## src/rtl/ex_mem_stage.sv

```systemverilog
// Execute-to-memory stage: captures adder result/flags, resolves branches, holds entry in a valid/ready slice.
// Latency: one cycle from accept to mem_valid_o, payload, redirect_o and misalign_o.
// Backpressure: ex_ready_o = !mem_valid_o || mem_ready_i; entry and outputs hold while stalled.
module ex_mem_stage #(
   parameter int XLEN = 32
) (
   input  logic            clk,
   input  logic            rst_n,
   input  logic            ex_valid_i,
   output logic            ex_ready_o,
   input  logic [XLEN-1:0] y_i,
   input  logic            c_i,
   input  logic            v_i,
   input  logic            n_i,
   input  logic            z_i,
   input  logic            is_branch_i,
   input  logic [2:0]      funct3_i,
   input  logic [XLEN-1:0] pc_i,
   input  logic [XLEN-1:0] imm_i,
   input  logic [4:0]      rd_i,
   input  logic            reg_write_i,
   input  logic            mem_ready_i,
   output logic            mem_valid_o,
   output logic [XLEN-1:0] result_o,
   output logic [4:0]      rd_o,
   output logic            reg_write_o,
   output logic            redirect_o,
   output logic [XLEN-1:0] redirect_pc_o,
   output logic            misalign_o,
   output logic [XLEN-1:0] taken_cnt_o
);

   typedef struct packed {
      logic [XLEN-1:0] result;
      logic [4:0]      rd;
      logic            reg_write;
      logic [XLEN-1:0] target;
   } slot_t;

   localparam logic [2:0] F3_BEQ  = 3'b000;
   localparam logic [2:0] F3_BNE  = 3'b001;
   localparam logic [2:0] F3_BLT  = 3'b100;
   localparam logic [2:0] F3_BGE  = 3'b101;
   localparam logic [2:0] F3_BLTU = 3'b110;
   localparam logic [2:0] F3_BGEU = 3'b111;

   logic            accept;
   logic            taken;
   logic            aligned;
   logic [XLEN-1:0] target;
   slot_t           slot_d;
   slot_t           slot_q;
   logic            valid_q;
   logic            redirect_q;
   logic            misalign_q;
   logic [XLEN-1:0] taken_cnt_q;

   assign ex_ready_o = !valid_q || mem_ready_i;
   assign accept     = ex_valid_i && ex_ready_o;
   assign target     = pc_i + imm_i;
   assign aligned    = (target[1:0] == 2'b00);

   // Flags come from rs1 - rs2; C is the unsigned borrow.
   always_comb begin
      taken = 1'b0;
      if (is_branch_i) begin
         case (funct3_i)
            F3_BEQ:  taken = z_i;
            F3_BNE:  taken = !z_i;
            F3_BLT:  taken = n_i ^ v_i;
            F3_BGE:  taken = !(n_i ^ v_i);
            F3_BLTU: taken = c_i;
            F3_BGEU: taken = !c_i;
            default: taken = 1'b0;
         endcase
      end
   end

   always_comb begin
      slot_d           = slot_q;
      slot_d.result    = y_i;
      slot_d.rd        = rd_i;
      slot_d.reg_write = reg_write_i && !is_branch_i;
      slot_d.target    = target;
   end

   // Pulses are set only on the accepting edge, so a stalled entry never re-fires.
   always_ff @(posedge clk or negedge rst_n) begin
      if (!rst_n) begin
         valid_q     <= 1'b0;
         slot_q      <= '0;
         redirect_q  <= 1'b0;
         misalign_q  <= 1'b0;
         taken_cnt_q <= '0;
      end else if (accept) begin
         valid_q    <= 1'b1;
         slot_q     <= slot_d;
         redirect_q <= taken && aligned;
         misalign_q <= taken && !aligned;
         if (taken && (taken_cnt_q != '1)) begin
            taken_cnt_q <= taken_cnt_q + XLEN'(1);
         end
      end else begin
         redirect_q <= 1'b0;
         misalign_q <= 1'b0;
         if (mem_ready_i) begin
            valid_q <= 1'b0;
         end
      end
   end

   assign mem_valid_o   = valid_q;
   assign result_o      = slot_q.result;
   assign rd_o          = slot_q.rd;
   assign reg_write_o   = slot_q.reg_write;
   assign redirect_pc_o = slot_q.target;
   assign redirect_o    = redirect_q;
   assign misalign_o    = misalign_q;
   assign taken_cnt_o   = taken_cnt_q;

endmodule

```

## config.mk

```make
export PLATFORM = sky130hd
export DESIGN_NAME = ex_mem_stage
export DESIGN_NICKNAME = d
export VERILOG_FILES = /design/src/rtl/ex_mem_stage.sv
export SDC_FILE = /design/constraint.sdc
export NUM_CORES = 1
export LEC_CHECK = 0
export BUFFER_PORTS_ARGS = -buffer_cell sky130_fd_sc_hd__buf_2
export CAP_MARGIN = 20
export CORE_ASPECT_RATIO = 0.7
export CORE_UTILIZATION = 54
export DETAILED_ROUTE_END_ITERATION = 7
export PLACE_DENSITY = 0.89
export SLEW_MARGIN = 20
export SYNTH_ARGS = -nofsm -noshare
export SYNTH_HDL_FRONTEND = slang
export SYNTH_SLANG_ARGS = --single-unit
```

## constraint.sdc

```tcl
create_clock -name clk -period 4.95 [get_ports clk]
set_input_delay 0.99 -clock clk [delete_from_list [all_inputs] [get_ports clk]]
set_output_delay 0.99 -clock clk [all_outputs]
set_load 0.02 [all_outputs]
```

==> impl_results.html, run 1 <==
<table>
<tr><th>Metric</th><th>Value</th></tr>
<tr><th colspan="2">Clock network</th></tr>
<tr><td>Clock tree from TritonCTS</td><td>built</td></tr>
<tr><td>Clock latency on the worst-skew pair</td><td>0.34 ns</td></tr>
<tr><td>Clock sink count</td><td>105</td></tr>
<tr><td>Buffer count from post-CTS setup fixing</td><td>0</td></tr>
<tr><td>Number of resized instances in the post-cts repair step</td><td>0</td></tr>
<tr><td>H-Tree Level Count</td><td>3</td></tr>
<tr><td>Cell at the root of the clock tree</td><td>sky130_fd_sc_hd__clkbuf_16</td></tr>
<tr><td>Post-cts hold buffer count</td><td>0</td></tr>
<tr><td>Number of buffers inserted during clock tree synthesis</td><td>9</td></tr>
<tr><td>Maximum count of clock buffers along a single path</td><td>2</td></tr>
<tr><td>Clock slew at reported path FFs</td><td>0.07 ns</td></tr>
<tr><th colspan="2">Route</th></tr>
<tr><td>Number of iterations in the first detailed-routing pass</td><td>5</td></tr>
<tr><td>Vias/cell</td><td>5.60</td></tr>
<tr><td>Overall routed net length</td><td>16100 um</td></tr>
<tr><td>Drc violations</td><td>0</td></tr>
<tr><td>Drt wl/cell</td><td>15.6 um</td></tr>
<tr><td>Count of vias placed by the detailed router</td><td>5777</td></tr>
<tr><td>Initial detailed-routing violation count</td><td>511</td></tr>
<tr><td>Residual antenna-violating net count after detailed routing</td><td>0</td></tr>
<tr><th colspan="2">Power</th></tr>
<tr><td>Switching power summed over all nets</td><td>883 uW</td></tr>
<tr><td>Leakage power of the design</td><td>3.90 nW</td></tr>
<tr><td>Part of the total power dissipated in combinational logic</td><td>0.297</td></tr>
<tr><td>Tot Pwr</td><td>2.48 mW</td></tr>
<tr><td>Portion of total power attributed to the clock network</td><td>0.284</td></tr>
<tr><td>Power per cell area</td><td>333 nW/um2</td></tr>
<tr><td>Proportion of power drawn by flip-flops and latches</td><td>0.419</td></tr>
<tr><td>Cell internal power dissipation</td><td>1.60 mW</td></tr>
<tr><td>Switching Share</td><td>0.355</td></tr>
<tr><td>Peak supply drop</td><td>0.000198 V</td></tr>
<tr><th colspan="2">Timing</th></tr>
<tr><td>Setup repair after global routing missed its margin</td><td>no</td></tr>
<tr><td>Highest clock frequency the design can meet</td><td>0.295 GHz</td></tr>
<tr><td>Slew margin rel.</td><td>0.332</td></tr>
<tr><td>Final Hold Fails</td><td>0</td></tr>
<tr><td>Setup skew after layout</td><td>0.00860 ns</td></tr>
<tr><td>Final setup violation count</td><td>0</td></tr>
<tr><td>Final period utilization</td><td>0.685</td></tr>
<tr><td>Setup_tns</td><td>0 ns</td></tr>
<tr><td>Worst Tran Pin Value</td><td>1.00 ns</td></tr>
<tr><td>Final number of max-transition violations</td><td>0</td></tr>
<tr><td>Post-layout minimum cycle time</td><td>3.39 ns</td></tr>
<tr><th colspan="2">Critical path</th></tr>
<tr><td>Startpoint Class</td><td>input pin</td></tr>
<tr><td>Setup CP Type</td><td>input pin to flop</td></tr>
<tr><td>Crit-path max FO</td><td>49</td></tr>
<tr><td>Worst-path cell with the longest stage delay</td><td>sky130_fd_sc_hd__and2_2</td></tr>
<tr><td>Peak per-stage delay on the critical path</td><td>0.83 ns</td></tr>
<tr><td>Worst path arrival time</td><td>3.62 ns</td></tr>
<tr><td>Capturing element type of the critical path</td><td>flop</td></tr>
<tr><td>Cell family with the largest share of critical-path delay</td><td>simple AND/OR/NAND/NOR gates</td></tr>
<tr><td>Req. time, crit path</td><td>5.18 ns</td></tr>
<tr><td>Buffering stage count on the worst path with inverters included</td><td>1</td></tr>
<tr><td>Critical-path cell list</td><td>buf_2 -&gt; nand2b_1 -&gt; and2_2 -&gt; o2111ai_4 -&gt; nor2_1 -&gt; mux2_2</td></tr>
<tr><th colspan="2">Worst hold path</th></tr>
<tr><td>Type of the tightest min-delay check</td><td>flop to flop</td></tr>
<tr><th colspan="2">Logic synthesis</th></tr>
<tr><td>Combined area of all synthesized cells</td><td>5990 um2</td></tr>
<tr><td>Fraction of registers with async set/reset</td><td>1.00</td></tr>
<tr><td>Count of warnings emitted by yosys</td><td>0</td></tr>
<tr><td>Mean post-synth cell area</td><td>8.81 um2</td></tr>
<tr><td>Number of flops mapped to enable cells by yosys</td><td>0</td></tr>
<tr><td>Seq/Total Area, Yosys</td><td>0.439</td></tr>
<tr><td>Count of different cell masters after synthesis</td><td>53</td></tr>
<tr><td>Area share of the largest cell type after synthesis</td><td>0.439</td></tr>
<tr><td>Commonest register cell after synthesis</td><td>sky130_fd_sc_hd__dfrtp_1</td></tr>
<tr><td>Area contributors post-synth</td><td>sky130_fd_sc_hd__dfrtp_1 (44%), sky130_fd_sc_hd__nand2_1 (11%), sky130_fd_sc_hd__ha_1 (6.7%)</td></tr>
<tr><td>Cell taking the most area after synthesis</td><td>sky130_fd_sc_hd__dfrtp_1</td></tr>
<tr><td>Number of synthesized register bits</td><td>105</td></tr>
<tr><td>Syn_nets</td><td>827</td></tr>
<tr><td>Synthesized netlist cell count</td><td>680</td></tr>
<tr><th colspan="2">Die</th></tr>
<tr><td>Initial cell density of the core</td><td>0.568</td></tr>
<tr><td>Number of top-level pins</td><td>220</td></tr>
<tr><td>Die boundary height</td><td>90.1 um</td></tr>
<tr><td>Width of the die</td><td>128 um</td></tr>
<tr><td>Number of placement rows</td><td>31</td></tr>
<tr><td>Die area</td><td>11500 um2</td></tr>
<tr><td>Core Footprint</td><td>10600 um2</td></tr>
<tr><th colspan="2">Global routing</th></tr>
<tr><td>Antenna violations before repair</td><td>0</td></tr>
<tr><td>Total gr overflow</td><td>0</td></tr>
<tr><td>Wire length of the first global-routing pass</td><td>26400 um</td></tr>
<tr><td>Overall track demand over capacity in global routing</td><td>0.292</td></tr>
<tr><td>Maximum number of pins on one net before global-route repair</td><td>76</td></tr>
<tr><td>Number of global-route vias before repair</td><td>5218</td></tr>
<tr><th colspan="2">Status</th></tr>
<tr><td>Result of the run</td><td>complete, no violations</td></tr>
<tr><th colspan="2">Finish</th></tr>
<tr><td>Most frequent cells in the layout</td><td>sky130_fd_sc_hd__buf_2 (218), sky130_fd_sc_hd__nand2_1 (182), sky130_fd_sc_hd__dfrtp_1 (105)</td></tr>
<tr><td>Area Overhead vs Synth</td><td>24.5%</td></tr>
<tr><td>Number of nets in the layout</td><td>1026</td></tr>
<tr><td>Fraction of final layout cells sized beyond drive strength 1</td><td>0.282</td></tr>
<tr><td>Reg area</td><td>2630 um2</td></tr>
<tr><td>Filler cell count in the final layout</td><td>853</td></tr>
<tr><td>Most common cell after layout, fill and taps aside</td><td>sky130_fd_sc_hd__buf_2</td></tr>
<tr><td>Antenna cell count</td><td>0</td></tr>
<tr><td>Area occupied by multi-input gates</td><td>3190 um2</td></tr>
<tr><td>Post-route insts no fill</td><td>1032</td></tr>
<tr><td>Final design utilization</td><td>0.707</td></tr>
<tr><th colspan="2">Place</th></tr>
<tr><td>Final weighted congestion of routability-driven global placement</td><td>0.950</td></tr>
<tr><td>Detail Placement HPWL</td><td>12400 um</td></tr>
<tr><td>Placed insts</td><td>1016</td></tr>
<tr><td>Count of input and output buffers</td><td>219</td></tr>
<tr><th colspan="2">Flow run</th></tr>
<tr><td>Number of maximum-capacitance violations</td><td>0</td></tr>
</table>
[worst reg2reg max path, stage by stage (launching register included)]
cell and delay (ns):
sky130_fd_sc_hd__dfrtp_1 0.38, sky130_fd_sc_hd__nand2b_1 0.14, sky130_fd_sc_hd__and2_2 0.83, sky130_fd_sc_hd__o2111ai_4 0.38, sky130_fd_sc_hd__nor2_1 0.76, sky130_fd_sc_hd__mux2_2 0.42
[per-layer routing]
metal | wire, um | share of wire | GRT usage
met1 | 7390 | 0.46 | 0.422
met3 | 1210 | 0.075 | 0.0565
met4 | 350 | 0.022 | 0.0843
met5 | 0 | 0 | 0
met2 | 7180 | 0.45 | 0.444
[power groups by stage]
| stage | Sequential [mW] | Clock [mW] | Combinational (mW) |
|---|---|---|---|
| after CTS | 1.04 | 0.720 | 0.734 |
| after floorplan | 1.20 | 0 | 0.308 |
| after detailed placement | 1.06 | 0 | 0.733 |
| after global routing | 1.06 | 0.755 | 0.804 |
| after global placement | 1.05 | 0 | 0.717 |
| final | 1.04 | 0.705 | 0.738 |
[sequential cells by signal (all words and copies together), names as in the netlist]
name	flops
result_o	32
redirect_pc_o	32
redirect_o	1
misalign_o	1
taken_cnt_o	32
rd_o	5
reg_write_o	1
mem_valid_o	1
[per-stage QoR]
step | hold WS [ns] | area (um2) | worst slack, ns
finish | 0.464 | 7460 | 1.56
global route | 0.488 | 7460 | 1.30
CTS | 0.470 | 7460 | 1.57
detailed placement | 0.453 | 7160 | 1.20
global placement | 0.450 | 7160 | 1.24
floorplan | 0.583 | 5990 | 1.93
[kinds of logic after synthesis]
| family | after synthesis | share of synthesized area |
|---|---|---|
| and+or+nand+nor | 296 | 0.224 |
| AOI/OAI and AO/OA | 144 | 0.152 |
| adders and majority gates | 33 | 0.0702 |
| xor gates and xnor gates | 57 | 0.0833 |
| buffers and inverters | 44 | 0.0301 |
| DFF | 105 | 0.439 |
| muxes | 1 | 0.00188 |
[final timing paths]
kind	startpoint	end	slack (ns)	depth (start not counted)
worst max-delay path	mem_ready_i	taken_cnt_o[1]$_DFFE_PN0P_	1.56	6
worst min-delay path	reg_write_o$_DFFE_PN0P_	reg_write_o$_DFFE_PN0P_	0.46	2
worst max register to register	mem_valid_o$_DFFE_PN0P_	taken_cnt_o[1]$_DFFE_PN0P_	1.92	5
worst min register to register	reg_write_o$_DFFE_PN0P_	reg_write_o$_DFFE_PN0P_	0.46	2
max in group asynchronous	rst_n	taken_cnt_o[2]$_DFFE_PN0P_	3.16	2
min in group asynchronous	rst_n	redirect_pc_o[19]$_DFFE_PN0P_	0.79	1
[cells in the mapped netlist (all sizes together) (9+ instances only)]
cell type	count
nand2	183
dfrtp	105
o21ai	46
a21oi	37
xnor2	36
ha	32
nor2	27
clkbuf	24
nand4	23
xor2	21
nand3	20
a21o	14
a211oi	10
and3	10
buf	10
inv	10
and2	9
[cell type report]
class                   instances  share of cell area
clock buffers                  10              0.0321
inverters                      10             0.00503
repair buffers                222               0.150
multi-input cells             531               0.427
flip-flops and latches        105               0.352
well taps                     148              0.0248
clock inverters                 6             0.00806
Power figures use the tool's default switching activity.
==> run 2, diff against run 1 <==
--- a/config.mk
+++ b/config.mk
@@ -8,9 +8,9 @@
 export BUFFER_PORTS_ARGS = -buffer_cell sky130_fd_sc_hd__buf_2
 export CAP_MARGIN = 20
 export CORE_ASPECT_RATIO = 0.7
-export CORE_UTILIZATION = 54
+export CORE_UTILIZATION = 45
 export DETAILED_ROUTE_END_ITERATION = 7
-export PLACE_DENSITY = 0.89
+export PLACE_DENSITY = 0.8
 export SLEW_MARGIN = 20
 export SYNTH_ARGS = -nofsm -noshare
 export SYNTH_HDL_FRONTEND = slang
==> constraint.sdc (replaced) <==
create_clock -name clk -period 3.05 [get_ports clk]
set_input_delay 0.61 -clock clk [delete_from_list [all_inputs] [get_ports clk]]
set_output_delay 0.61 -clock clk [all_outputs]
set_load 0.02 [all_outputs]
==> run 2 against run 1 <==
Compared with the run above: critical path depth rose by 4; routed wire length rose by 0.25%; critical endpoint is now redirect_pc_o[18]$_DFFE_PN0P_; clock power rose by 63%; combinational power rose by 64%; largest power group unchanged; final cell count rose by 2.1%; power rose by 63%.
==> impl_results.html, run 2 (synthesized netlist as in run 1, its figures left out) <==
<table>
<tr><th>Metric</th><th>Value</th></tr>
<tr><th colspan="2">Global routing</th></tr>
<tr><td>Maximum number of pins on one net before global-route repair</td><td>58 (-24%)</td></tr>
<tr><td>Wire length of the first global-routing pass</td><td>26200 um (-0.73%)</td></tr>
<tr><td>Total gr overflow</td><td>0 (unchanged)</td></tr>
<tr><td>Overall track demand over capacity in global routing</td><td>0.241 (-0.0501)</td></tr>
<tr><td>Antenna violations before repair</td><td>0 (unchanged)</td></tr>
<tr><td>Number of global-route vias before repair</td><td>5174 (-0.84%)</td></tr>
<tr><th colspan="2">Power</th></tr>
<tr><td>Part of the total power dissipated in combinational logic</td><td>0.299 (+0.002)</td></tr>
<tr><td>Cell internal power dissipation</td><td>2.59 mW (+62%)</td></tr>
<tr><td>Proportion of power drawn by flip-flops and latches</td><td>0.417 (-0.002)</td></tr>
<tr><td>Portion of total power attributed to the clock network</td><td>0.283 (about the same)</td></tr>
<tr><td>Tot Pwr</td><td>4.04 mW (+63%)</td></tr>
<tr><td>Switching Share</td><td>0.360 (+0.00414)</td></tr>
<tr><td>Power per cell area</td><td>536 nW/um2 (+61%)</td></tr>
<tr><td>Peak supply drop</td><td>0.000279 V (+41%)</td></tr>
<tr><td>Switching power summed over all nets</td><td>1.45 mW (+65%)</td></tr>
<tr><td>Leakage power of the design</td><td>3.94 nW (+1.0%)</td></tr>
<tr><th colspan="2">Route</th></tr>
<tr><td>Drc violations</td><td>0 (unchanged)</td></tr>
<tr><td>Residual antenna-violating net count after detailed routing</td><td>0 (unchanged)</td></tr>
<tr><td>Count of vias placed by the detailed router</td><td>5639 (-2.4%)</td></tr>
<tr><td>Vias/cell</td><td>5.35 (-4.4%)</td></tr>
<tr><td>Initial detailed-routing violation count</td><td>288 (-44%)</td></tr>
<tr><td>Drt wl/cell</td><td>15.3 um (-1.8%)</td></tr>
<tr><td>Overall routed net length</td><td>16200 um (+0.25%)</td></tr>
<tr><td>Number of iterations in the first detailed-routing pass</td><td>5 (unchanged)</td></tr>
<tr><th colspan="2">Clock network</th></tr>
<tr><td>Clock tree from TritonCTS</td><td>built</td></tr>
<tr><td>Buffer count from post-CTS setup fixing</td><td>0 (unchanged)</td></tr>
<tr><td>Maximum count of clock buffers along a single path</td><td>2 (unchanged)</td></tr>
<tr><td>Clock slew at reported path FFs</td><td>0.08 ns (about the same)</td></tr>
<tr><td>Number of resized instances in the post-cts repair step</td><td>0 (unchanged)</td></tr>
<tr><td>Number of buffers inserted during clock tree synthesis</td><td>9 (unchanged)</td></tr>
<tr><td>Post-cts hold buffer count</td><td>0 (unchanged)</td></tr>
<tr><td>H-Tree Level Count</td><td>3 (unchanged)</td></tr>
<tr><td>Clock sink count</td><td>105 (unchanged)</td></tr>
<tr><td>Cell at the root of the clock tree</td><td>sky130_fd_sc_hd__clkbuf_16</td></tr>
<tr><td>Clock latency on the worst-skew pair</td><td>0.35 ns (about the same)</td></tr>
<tr><th colspan="2">Place</th></tr>
<tr><td>Count of input and output buffers</td><td>219 (unchanged)</td></tr>
<tr><td>Detail Placement HPWL</td><td>12400 um (-0.12%)</td></tr>
<tr><td>Area of placed instances</td><td>7250 um2 (+1.3%)</td></tr>
<tr><td>Pre-CTS worst setup slack</td><td>0.0377 ns (-1.17 ns)</td></tr>
<tr><td>Final weighted congestion of routability-driven global placement</td><td>0.891 (-6.2%)</td></tr>
<tr><th colspan="2">Die</th></tr>
<tr><td>Initial cell density of the core</td><td>0.473 (-0.0953)</td></tr>
<tr><td>Number of placement rows</td><td>34 (+9.7%)</td></tr>
<tr><td>Number of top-level pins</td><td>220 (unchanged)</td></tr>
<tr><td>Die area</td><td>13800 um2 (+20%)</td></tr>
<tr><td>Die boundary height</td><td>98.5 um (+9.3%)</td></tr>
<tr><td>Width of the die</td><td>140 um (+9.4%)</td></tr>
<tr><td>Core Footprint</td><td>12700 um2 (+20%)</td></tr>
<tr><th colspan="2">Critical path</th></tr>
<tr><td>Startpoint Class</td><td>input pin</td></tr>
<tr><td>Critical-path cell list</td><td>buf_2 -&gt; ha_1 -&gt; fa_1 -&gt; a21o_1 -&gt; a31o_2 -&gt; a32oi_1 -&gt; a21oi_1 -&gt; a311oi_1 -&gt; xor2_1 -&gt; o21ai_0</td></tr>
<tr><td>Worst path arrival time</td><td>2.87 ns (-0.75 ns)</td></tr>
<tr><td>Cell family with the largest share of critical-path delay</td><td>compound AO/OA/AOI/OAI gates</td></tr>
<tr><td>Peak per-stage delay on the critical path</td><td>0.42 ns (-0.41 ns)</td></tr>
<tr><td>Worst-path cell with the longest stage delay</td><td>sky130_fd_sc_hd__fa_1</td></tr>
<tr><td>Buffering stage count on the worst path with inverters included</td><td>1 (unchanged)</td></tr>
<tr><td>Setup CP Type</td><td>input pin to flop</td></tr>
<tr><td>Req. time, crit path</td><td>3.27 ns (-1.91 ns)</td></tr>
<tr><td>Crit-path max FO</td><td>3 (-94%)</td></tr>
<tr><td>Capturing element type of the critical path</td><td>flop</td></tr>
<tr><td>Critical path startpoint</td><td>pc_i[0]</td></tr>
<tr><td>Startpoint of the lowest-slack register-to-register path</td><td>taken_cnt_o[18]$_DFFE_PN0P_</td></tr>
<tr><th colspan="2">Timing</th></tr>
<tr><td>Hold slack</td><td>0.290 ns (-0.174 ns)</td></tr>
<tr><td>PnR worst setup slack</td><td>0.400 ns (-1.16 ns)</td></tr>
<tr><td>Post-layout minimum cycle time</td><td>2.65 ns</td></tr>
<tr><td>Setup_tns</td><td>0 ns (unchanged)</td></tr>
<tr><td>Setup repair after global routing missed its margin</td><td>no</td></tr>
<tr><td>Highest clock frequency the design can meet</td><td>0.377 GHz</td></tr>
<tr><td>Final number of max-transition violations</td><td>0 (unchanged)</td></tr>
<tr><td>Setup skew after layout</td><td>0.00800 ns (-0.000594 ns)</td></tr>
<tr><td>Final period utilization</td><td>0.869</td></tr>
<tr><td>Final Hold Fails</td><td>0 (unchanged)</td></tr>
<tr><td>Slew margin rel.</td><td>0.548 (+0.216)</td></tr>
<tr><td>Worst Tran Pin Value</td><td>0.678 ns (-0.324 ns)</td></tr>
<tr><td>Final setup violation count</td><td>0 (unchanged)</td></tr>
<tr><th colspan="2">Worst hold path</th></tr>
<tr><td>Type of the tightest min-delay check</td><td>input pin to async pin</td></tr>
<tr><th colspan="2">Status</th></tr>
<tr><td>Result of the run</td><td>complete, no violations</td></tr>
<tr><th colspan="2">Finish</th></tr>
<tr><td>Final design area excluding fillers</td><td>7550 um2 (+1.2%)</td></tr>
<tr><td>Number of nets in the layout</td><td>1034 (+0.78%)</td></tr>
<tr><td>Most common cell after layout, fill and taps aside</td><td>sky130_fd_sc_hd__buf_2</td></tr>
<tr><td>Filler cell count in the final layout</td><td>1144 (+34%)</td></tr>
<tr><td>Area occupied by multi-input gates</td><td>3190 um2 (+0.16%)</td></tr>
<tr><td>Antenna cell count</td><td>0 (unchanged)</td></tr>
<tr><td>Most frequent cells in the layout</td><td>sky130_fd_sc_hd__buf_2 (218), sky130_fd_sc_hd__nand2_1 (182), sky130_fd_sc_hd__dfrtp_1 (105)</td></tr>
<tr><td>Reg area</td><td>2630 um2 (unchanged)</td></tr>
<tr><td>Area Overhead vs Synth</td><td>26.0%</td></tr>
<tr><td>Fraction of final layout cells sized beyond drive strength 1</td><td>0.288 (+0.00644)</td></tr>
<tr><th colspan="2">Flow run</th></tr>
<tr><td>Number of maximum-capacitance violations</td><td>0 (unchanged)</td></tr>
</table>
run 2: cell count changes in the layout (fill, tap and decap cells not counted), sizes merged:
cell | previous run | this run
clkbuf | 10 | 9
buf | 222 | 230
clkinvlp | 1 | 2
run 2: cell type report:
type                    instances  share of cell area
multi-input cells             531               0.423
flip-flops and latches        105               0.348
repair buffers                230               0.158
clock buffers                   9              0.0298
well taps                     162              0.0269
clock inverters                 7             0.00945
inverters                      10             0.00497
run 2: through the flow:
stage / instances / util
floorplan: 680 / -
global placement: 1038 / 0.572
detailed placement: 1038 / 0.572
CTS: 1054 / 0.595
global route: 1054 / 0.595
finish: 1054 / 0.595
run 2: final timing paths:
| check | depth (start not counted) | end | slack, ns |
|---|---|---|---|
| worst min register to register | 2 | result_o[5]$_DFFE_PN0P_ | 0.47 |
| worst max register to register | 7 | taken_cnt_o[30]$_DFFE_PN0P_ | 0.91 |
| min in group clk | 3 | rd_o[2]$_DFFE_PN0P_ | 0.45 |
| max in group asynchronous | 2 | taken_cnt_o[24]$_DFFE_PN0P_ | 2.00 |
| worst min-delay path | 1 | reg_write_o$_DFFE_PN0P_ | 0.29 |
| worst max-delay path | 10 | redirect_pc_o[18]$_DFFE_PN0P_ | 0.40 |
run 2: metal layers:
metal,routed length (um),vias to the layer above,global-route usage
met1,7570,2598,0.345
li1,-,2773,-
met4,198,0,0.0642
met2,7020,251,0.370
met5,0,-,0
met3,1380,17,0.0534
run 2: power groups by stage:
| stage | logic [mW] | registers (mW) | clock network [mW] |
|---|---|---|---|
| floorplan | 0.500 | 1.94 | 0 |
| global placement | 1.19 | 1.70 | 0 |
| detailed placement | 1.21 | 1.71 | 0 |
| CTS | 1.21 | 1.69 | 1.18 |
| global route | 1.32 | 1.72 | 1.23 |
| finish | 1.21 | 1.69 | 1.15 |
